==> src/rtl/acc_pkg.sv <==
// Shared types and constants for the frame accumulator.
// Latency: none (declarations only).
// Backpressure: not applicable.
package acc_pkg;

    localparam int DEF_WIDTH = 8;
    localparam int DEF_CNT_W = 8;

    typedef enum logic [0:0] {
        IDLE = 1'b0,
        HOLD = 1'b1
    } state_t;

    // Largest positive two's complement value at width w, LSB-aligned.
    function automatic logic [63:0] sat_max_f(input int w);
        return (64'd1 << (w - 1)) - 64'd1;
    endfunction

    // Most negative two's complement value at width w, LSB-aligned.
    function automatic logic [63:0] sat_min_f(input int w);
        return 64'd1 << (w - 1);
    endfunction

endpackage

==> src/rtl/RippleAdder.sv <==
// Ripple-carry adder with signed-overflow indication.
// Latency: combinational.
// Backpressure: not applicable.
module RippleAdder #(
    parameter int WIDTH = 8
) (
    input  logic [WIDTH-1:0] a,
    input  logic [WIDTH-1:0] b,
    input  logic             carry_in,
    output logic [WIDTH-1:0] sum,
    output logic             overflow
);

    logic [WIDTH:0] c;

    assign c[0] = carry_in;

    // One full adder per bit, carry ripples from bit 0 upward.
    for (genvar i = 0; i < WIDTH; i++) begin : g_bit
        assign sum[i]   = a[i] ^ b[i] ^ c[i];
        assign c[i + 1] = (a[i] & b[i]) | (c[i] & (a[i] ^ b[i]));
    end

    // Signed overflow: carry into the sign bit differs from carry out of it.
    assign overflow = c[WIDTH] ^ c[WIDTH - 1];

endmodule

==> src/rtl/frame_accumulator.sv <==
// Folds a framed stream of signed operands into a running sum; wraps or saturates.
// Latency: 1 cycle per operand; result valid from the edge that takes the last operand.
// Backpressure: in_ready drops while a result waits in HOLD; handoff edge accepts no operand.
module frame_accumulator
    import acc_pkg::*;
#(
    parameter int WIDTH    = DEF_WIDTH,
    parameter int CNT_W    = DEF_CNT_W,
    parameter int SATURATE = 1
) (
    input  logic             clk,
    input  logic             rst_n,
    input  logic             clear,
    input  logic             in_valid,
    output logic             in_ready,
    input  logic [WIDTH-1:0] in_data,
    input  logic             in_last,
    output logic             out_valid,
    input  logic             out_ready,
    output logic [WIDTH-1:0] out_sum,
    output logic [CNT_W-1:0] out_count,
    output logic             out_overflow
);

    localparam logic [WIDTH-1:0] SAT_MAX = WIDTH'(sat_max_f(WIDTH));
    localparam logic [WIDTH-1:0] SAT_MIN = WIDTH'(sat_min_f(WIDTH));

    state_t           state_q, state_d;
    logic [WIDTH-1:0] acc_q, acc_d;
    logic [CNT_W-1:0] cnt_q, cnt_d;
    logic             flag_q, flag_d;
    logic [WIDTH-1:0] osum_q, osum_d;
    logic [CNT_W-1:0] ocnt_q, ocnt_d;
    logic             oovf_q, oovf_d;
    // Held low through reset so in_ready only rises after the first clock edge.
    logic             rdy_en_q;

    logic [WIDTH-1:0] add_sum;
    logic             add_ovf;
    logic [WIDTH-1:0] acc_nxt;
    logic [CNT_W-1:0] cnt_nxt;
    logic             flag_nxt;
    logic             xfer;
    logic             handoff;

    RippleAdder #(.WIDTH(WIDTH)) u_add (
        .a        (acc_q),
        .b        (in_data),
        .carry_in (1'b0),
        .sum      (add_sum),
        .overflow (add_ovf)
    );

    // Handshake qualifiers depend only on registered state, never on out_ready.
    assign in_ready  = rdy_en_q & (state_q == IDLE);
    assign out_valid = (state_q == HOLD);
    assign xfer      = in_valid & in_ready;
    assign handoff   = out_valid & out_ready;

    assign out_sum      = osum_q;
    assign out_count    = ocnt_q;
    assign out_overflow = oovf_q;

    // Post-add values: clamp toward the operand's sign on overflow when saturating.
    always_comb begin
        acc_nxt = add_sum;
        if (add_ovf && (SATURATE != 0)) begin
            acc_nxt = in_data[WIDTH-1] ? SAT_MIN : SAT_MAX;
        end
        cnt_nxt  = (cnt_q == {CNT_W{1'b1}}) ? cnt_q : cnt_q + 1'b1;
        flag_nxt = flag_q | add_ovf;
    end

    // Next-state: clear beats everything, then operand transfer, then result handoff.
    always_comb begin
        state_d = state_q;
        acc_d   = acc_q;
        cnt_d   = cnt_q;
        flag_d  = flag_q;
        osum_d  = osum_q;
        ocnt_d  = ocnt_q;
        oovf_d  = oovf_q;
        if (clear) begin
            state_d = IDLE;
            acc_d   = '0;
            cnt_d   = '0;
            flag_d  = 1'b0;
            osum_d  = '0;
            ocnt_d  = '0;
            oovf_d  = 1'b0;
        end else if (xfer) begin
            acc_d  = acc_nxt;
            cnt_d  = cnt_nxt;
            flag_d = flag_nxt;
            if (in_last) begin
                state_d = HOLD;
                osum_d  = acc_nxt;
                ocnt_d  = cnt_nxt;
                oovf_d  = flag_nxt;
            end
        end else if (handoff) begin
            state_d = IDLE;
            acc_d   = '0;
            cnt_d   = '0;
            flag_d  = 1'b0;
        end
    end

    // State and result registers with asynchronous active-low reset.
    always_ff @(posedge clk or negedge rst_n) begin
        if (!rst_n) begin
            state_q  <= IDLE;
            acc_q    <= '0;
            cnt_q    <= '0;
            flag_q   <= 1'b0;
            osum_q   <= '0;
            ocnt_q   <= '0;
            oovf_q   <= 1'b0;
            rdy_en_q <= 1'b0;
        end else begin
            state_q  <= state_d;
            acc_q    <= acc_d;
            cnt_q    <= cnt_d;
            flag_q   <= flag_d;
            osum_q   <= osum_d;
            ocnt_q   <= ocnt_d;
            oovf_q   <= oovf_d;
            rdy_en_q <= 1'b1;
        end
    end

endmodule

==> config.mk <==
export PLATFORM = sky130hd
export DESIGN_NAME = frame_accumulator
export DESIGN_NICKNAME = d
export VERILOG_FILES = /design/src/rtl/acc_pkg.sv /design/src/rtl/RippleAdder.sv /design/src/rtl/frame_accumulator.sv
export SDC_FILE = /design/constraint.sdc
export NUM_CORES = 1
export LEC_CHECK = 0
export CORE_MARGIN = 1
export CORE_UTILIZATION = 40
export DETAILED_ROUTE_END_ITERATION = 10
export PLACE_DENSITY = 0.6
export SLEW_MARGIN = 20
export SYNTH_ARGS = -nofsm -noshare
export SYNTH_HDL_FRONTEND = slang
export SYNTH_SLANG_ARGS = --single-unit
==> constraint.sdc <==
create_clock -name clk -period 11.75 [get_ports clk]
set_input_delay 1.7625 -clock clk [delete_from_list [all_inputs] [get_ports clk]]
set_output_delay 1.7625 -clock clk [all_outputs]
set_load 0.01 [all_outputs]
==> results of run 1 <==
## layout by cell type, fill, tap and decap left out, types with 2 or more instances in the layout
master and n:
o21ai_0 4, a21oi_1 15, nand4_1 4, o21ai_1 3, nor2b_1 2, o211ai_1 3
nand3_1 2, nand2_1 15, a21o_1 3, a31oi_1 3, clkdlybuf4s50_1 32, nor2_1 9
clkbuf_8 6, dfrtp_1 36, xnor2_1 2, xor2_1 2, a32o_1 2, fa_1 8
clkinv_2 2, ha_1 2, and3_1 2, nand2b_1 2, a22o_1 17, inv_1 15
## synth_stat cells
| cell | instances |
|---|---|
| a21o_1 | 3 |
| a21o_2 | 1 |
| a21oi_1 | 15 |
| a21oi_2 | 1 |
| a22o_1 | 17 |
| a31oi_1 | 3 |
| a31oi_2 | 1 |
| a31oi_4 | 1 |
| a32o_1 | 2 |
| a32o_2 | 1 |
| a32oi_1 | 1 |
| and2_1 | 1 |
| and3_1 | 2 |
| and3_2 | 1 |
| and4_4 | 1 |
| and4b_1 | 1 |
| and4bb_2 | 1 |
| buf_2 | 1 |
| buf_4 | 5 |
| buf_6 | 2 |
| conb_1 | 1 |
| dfrtp_1 | 36 |
| fa_1 | 8 |
| ha_1 | 2 |
| inv_1 | 15 |
| nand2_1 | 15 |
| nand2b_1 | 2 |
| nand3_1 | 2 |
| nand4_1 | 4 |
| nand4_4 | 1 |
| nor2_1 | 9 |
| nor2b_1 | 2 |
| nor3b_1 | 1 |
| o211ai_1 | 3 |
| o211ai_2 | 1 |
| o21ai_0 | 4 |
| o21ai_1 | 3 |
| or2_2 | 1 |
| xnor2_1 | 2 |
| xor2_1 | 2 |
| xor2_2 | 1 |
## routing by layer
layer | up-vias | global-route usage, % | wire [um]
met2 | 39 | 30.4 | 1930
met5 | - | 0 | 0
li1 | 683 | - | -
met4 | 0 | 5.23 | 48
met3 | 6 | 4.50 | 184
met1 | 716 | 26.3 | 2040
## power by group through the flow
stage          Sequential (mW)  Clock, mW  Combinational, mW
2_1_floorplan            0.135          0             0.0281
3_3_place_gp             0.135          0             0.0480
3_5_place_dp             0.135          0             0.0489
4_1_cts                  0.133     0.0936             0.0492
5_1_grt                  0.133     0.0998             0.0546
6_report                 0.133     0.0900             0.0484
## kinds of logic after synthesis
family	Yosys count
DFF	36
buffers and inverters	23
adders and majority gates	10
AOI/OAI and AO/OA	57
and+or+nand+nor	44
xor gates and xnor gates	5
other	1
## flip-flops by register name (all words and copies together), names as in the netlist
signal / flops
rdy_en_q: 1
out_count: 8
cnt_q: 8
out_sum: 8
flag_q: 1
acc_q: 8
out_overflow: 1
out_valid: 1
## worst min-delay path: stages, from the launching register on
cell,delay (ns)
dfrtp_1,0.34
nand2_1,0.05
nand2_1,0.05
## per-stage QoR
step | power (mW) | instance area, sq um
floorplan | 0.164 | 1930
global route | 0.288 | 2350
global placement | 0.183 | 2260
detailed placement | 0.184 | 2260
CTS | 0.276 | 2350
finish | 0.271 | 2350
## final cells by class
type,instances,area (sq um)
fill,416,2150
inverter,15,56.3
clock buffer,6,82.6
clock inverter,2,10.0
timing repair buffer,33,328
multi-input combinational,117,912
sequential,36,901
tap,52,65.1
## worst max-delay path by stage
stage	endpoint	slack, ns	cells after the start
after CTS	acc_q[2]	6.03	16
after global routing	out_sum[2]	5.88	16
after detailed placement	acc_q[2]	5.73	16
after global placement	out_sum[2]	5.87	16
final	acc_q[0]	6.05	16
after floorplan	out_sum[0]	6.47	15
==> flow_metrics.tcl, run 1 <==
set metrics [dict create \
    synth_cell_types 41 \
    path_delay_family "adder cells" \
    clkPwrFrac_pct 33.2 \
    synthSimpleGateAreaFrac_pct 12.7 \
    hp-class "register to register" \
    start_util_pct 42.9 \
    core-area_sq_mm 0.00450 \
    ctsHoldBuffers 0 \
    period_needed_ns 5.70 \
    r2r_slack_ns 7.62 \
    antenna_found_initial 0 \
    whs_endpoint "out_count[6]" \
    finalWorstSetupSlack_ns 6.05 \
    cts_htree_levels 2 \
    rsz0062_at_grt "false" \
    synthTopCellsByArea "dfrtp_1, fa_1, a22o_1, a21oi_1, inv_1" \
    diodes 0 \
    synth_compound_area_share_pct 22.1 \
    worst_pin_slew_ns 0.720 \
    grt_max_degree 37 \
    grt_pass1_vias 1522 \
    drtPass1Iterations 4 \
    root_buffer "clkbuf_8" \
    syn_nets 200 \
    cts_resized 0 \
    min-delay-start "out_count[6]" \
    leakagePower_nw 1.08 \
    whs_path_depth 2 \
    overflow 0 \
    cp.required_ns 11.92 \
    chipWidth_um 71.5 \
    p_int_mw 0.197 \
    areaGrowthSynthToFinish_pct 21.7 \
    cts.clk_slew.worst_paths_ns 0.07 \
    io_pins 33 \
    combPwrFrac_pct 17.9 \
    cp_slowest_cell "clkdlybuf4s50_1" \
    hold_slack_ns 0.465 \
    max-vdd-ir-drop_mv 0.0493 \
    slew_headroom_pct 52.0 \
    synth_top_family_by_area "compound AO/OA/AOI/OAI gates" \
    dieArea_sq_mm 0.00512 \
    crit_arrival_ns 5.88 \
    postCtsSetupBuffers 0 \
    power_density_mw_per_mm2 115 \
    portBuffers 32 \
    fin_util_pct 52.3 \
    dpl.hpwl_mm 2.85 \
    hold_violations 0 \
    synth.largest_area_cell "dfrtp_1" \
    critPathLaunchType "primary input" \
    synth.area.mux_share_pct 0 \
    reg2reg_to "acc_q[0]" \
    maxSlewViolCount 0 \
    synthXorXnorAreaFrac_pct 2.65 \
    clk_latency_ns 0.28 \
    max_stage_delay_ns 0.46 \
    yosysTopAreaCellShare_pct 46.6 \
    die_h_um 71.5 \
    cts_tree "done" \
    crit_top_cell "fa_1" \
    skew_ns 0.00267 \
    track_usage_pct 19.1 \
    synth_warnings 0 \
    drt_iter0_markers 116 \
    fin_tns_setup_ns 0 \
    synthAdderAreaFrac_pct 9.57 \
    wirelength_mm 4.21 \
    final_nets 232 \
    route.detailed.drc 0 \
    critical_path_peak_fanout 9 \
    setup_viol_count_final 0 \
    wire_per_inst_um 16.1 \
    power_frac_seq_pct 48.9 \
    ys_seq_elements 36 \
    cts_buffers 5 \
    max_cap_violations 0 \
    pre_cts_ws_ns 5.73 \
    row_count 24 \
    max_freq_ghz 0.175 \
    crit_path_end_kind "register" \
    reg2reg_depth 15 \
    cts_num_sinks 36 \
    r2r-start "acc_q[0]" \
    drive_gt1_share_pct 10.0 \
    status "complete, no violations" \
    crit_buf_inv 4 \
    dpl.cell_count 253 \
    ys_seq_area_share_pct 46.6 \
    vias 1444 \
    syn_inst 176 \
    switching_share_pct 27.4 \
    setup.worst_path.start "in_data[0]" \
    gp_congestion 0.867 \
    synth_area_per_cell_sq_um 11.0 \
    p_switching_mw 0.0744 \
    worst-setup-path-type "primary input to register" \
    clk_path_buf_depth 2 \
    avgViaCountPerCell 5.53 \
    fin_cells 261 \
    path_cells "clkdlybuf4s50_1 > ha_1 > inv_1 > fa_1 > fa_1 > fa_1 > fa_1 > inv_1 > fa_1 > fa_1 > inv_1 > fa_1 > xor2_2 > nor2_1 > nor2_1 > a22o_1" \
    syn_area_sq_mm 0.00193 \
    grt_pass1_wl_mm 7.45 \
    fin_crit_sh_pct 48.5 \
    ant_nets 0 \
]
(Power assumes the default switching activity.)
==> inputs of run 2 (changes only) <==
- clock period: 11.75 -> 5.9 ns (I/O delays scaled with it)
==> results of run 2 <==
The final DEF is identical to that of run 1. Status: complete, no violations.
Main changes from that run: setup slack after placement 5.73 ns -> 0.759 ns; setup slack after layout 6.05 ns -> 1.07 ns; register-to-register setup slack 7.62 ns -> 1.77 ns; total power 0.271 mW -> 0.540 mW; worst IR drop on VDD 0.0493 mV -> 0.0982 mV
==> inputs of run 3 (changes only) <==
- PLACE_DENSITY: 0.6 -> 0.62
- clock period: 5.9 -> 4.1 ns (I/O delays scaled with it)
==> flow_metrics.tcl, run 3 (same netlist as run 1, synthesis figures left out) <==
set metrics [dict create \
    max-vdd-ir-drop_mv 0.168 \
    root_buffer "clkbuf_8" \
    crit_arrival_ns 4.12 \
    diodes 0 \
    max_stage_delay_ns 0.42 \
    critical_path_peak_fanout 5 \
    wirelength_mm 4.47 \
    ant_nets 0 \
    power_density_mw_per_mm2 333 \
    clk_latency_ns 0.29 \
    track_usage_pct 20.0 \
    skew_ns 0.00661 \
    cts_num_sinks 36 \
    path_cells "dlygate4sd2_1 > ha_2 > inv_1 > fa_2 > fa_2 > fa_2 > fa_2 > inv_2 > fa_2 > fa_2 > inv_2 > fa_2 > xor2_4 > nor2_4 > a21oi_2 > a22o_1" \
    finalWorstSetupSlack_ns 0.162 \
    cts_buffers 5 \
    chipWidth_um 71.5 \
    grt_max_degree 37 \
    areaGrowthSynthToFinish_pct 29.5 \
    fin_util_pct 55.6 \
    crit_top_cell "fa_2" \
    gp_congestion 0.857 \
    ctsHoldBuffers 0 \
    final_common_cell "dfrtp_1" \
    critPathLaunchType "primary input" \
    cp.depth 16 \
    avgViaCountPerCell 5.47 \
    dpl.hpwl_mm 2.92 \
    leakagePower_nw 1.13 \
    start_util_pct 42.9 \
    rsz0062_at_grt "false" \
    status "complete, no violations" \
    pre_cts_ws_ns -0.578 \
    route.detailed.drc 0 \
    core-area_sq_mm 0.00450 \
    io_pins 33 \
    worst_pin_slew_ns 0.795 \
    portBuffers 32 \
    grt_pass1_vias 1563 \
    antenna_found_initial 0 \
    cts_htree_levels 2 \
    cts.clk_slew.worst_paths_ns 0.08 \
    cp_slowest_cell "fa_2" \
    worst-setup-path-type "primary input to register" \
    drtPass1Iterations 4 \
    reg2reg_depth 15 \
    cts_tree "done" \
    overflow 0 \
    hold_violations 0 \
    clk_path_buf_depth 2 \
    die_h_um 71.5 \
    max_freq_ghz 0.254 \
    mostFrequentLayoutCells "dfrtp_1, clkdlybuf4s50_1, a22o_1" \
    whs_path_depth 2 \
    fin_crit_sh_pct 96.0 \
    wire_per_inst_um 16.7 \
    hp-class "register to register" \
    cp.required_ns 4.28 \
    slew_headroom_pct 46.9 \
    grt_pass1_wl_mm 7.73 \
    vias 1467 \
    drt_iter0_markers 113 \
    dieArea_sq_mm 0.00512 \
    max_cap_violations 0 \
    setup_viol_count_final 0 \
    drive_gt1_share_pct 21.8 \
    path_delay_family "adder cells" \
    maxSlewViolCount 0 \
    period_needed_ns 3.94 \
    crit_path_end_kind "register" \
    final_nets 239 \
    row_count 24 \
    crit_buf_inv 4 \
]
## run 3: cell types whose count changed in the layout (fill, tap and decap cells not counted), moves of 3 or more
cell,delta
fa_1,-7
fa_2,+7
a21oi_1,-4
a21oi_2,+4
buf_4,+4
inv_1,-3
inv_2,+3
## run 3: repair_timing
action	CTS	global route
gates cloned	1	0
resized for setup	24	0
setup endpoints to repair	16	14
pin swaps	9	4
buffers inserted	2	0
## run 3: tightest hold or removal path: stages, from the launching register on
cell and delay (ns):
dfrtp_1 0.35, nand2_1 0.05, nand2_1 0.04
## run 3: path summary, 6_finish.rpt
path / from / end / slack (ns)
min: out_count[6] / out_count[6] / 0.47
max reg2reg: acc_q[0] / acc_q[3] / 0.33
max in group asynchronous: rst_n / cnt_q[0] / 3.03
min in group asynchronous: rst_n / out_sum[4] / 0.74
min reg2reg: out_count[6] / out_count[6] / 0.47
max: in_data[0] / acc_q[3] / 0.16
## run 3: report_power, final
part / switching (mW) / internal [mW] / total (mW)
sequential: 0.0114 / 0.370 / 0.381
combinational: 0.0990 / 0.0878 / 0.187
clock: 0.132 / 0.134 / 0.266
## run 3: layout make-up
type | count | area [sq um]
fill | 360 | 2000
clock inverter | 2 | 10.0
sequential | 36 | 901
inverter | 15 | 56.3
tap | 52 | 65.1
timing repair buffer | 39 | 387
multi-input combinational | 118 | 1000
clock buffer | 6 | 82.6
## run 3: metrics by stage
stage               hold slack (ns)  area, sq um  instances  power (mW)  TNS (ns)
global placement              0.450         2290        257       0.532     -6.70
floorplan                     0.319         1940        176       0.469         0
detailed placement            0.458         2290        257       0.535     -8.29
finish                        0.466         2500        268       0.834         0
global route                  0.495         2500        268       0.872         0
CTS                           0.473         2500        268       0.836         0
## run 3: metal layers
metal	track usage (%)	vias up	share of wire, %
li1	-	700	-
met1	27.2	714	47
met2	32.0	45	47
met3	4.78	8	4.5
met4	6.32	0	1.7
met5	0	-	0
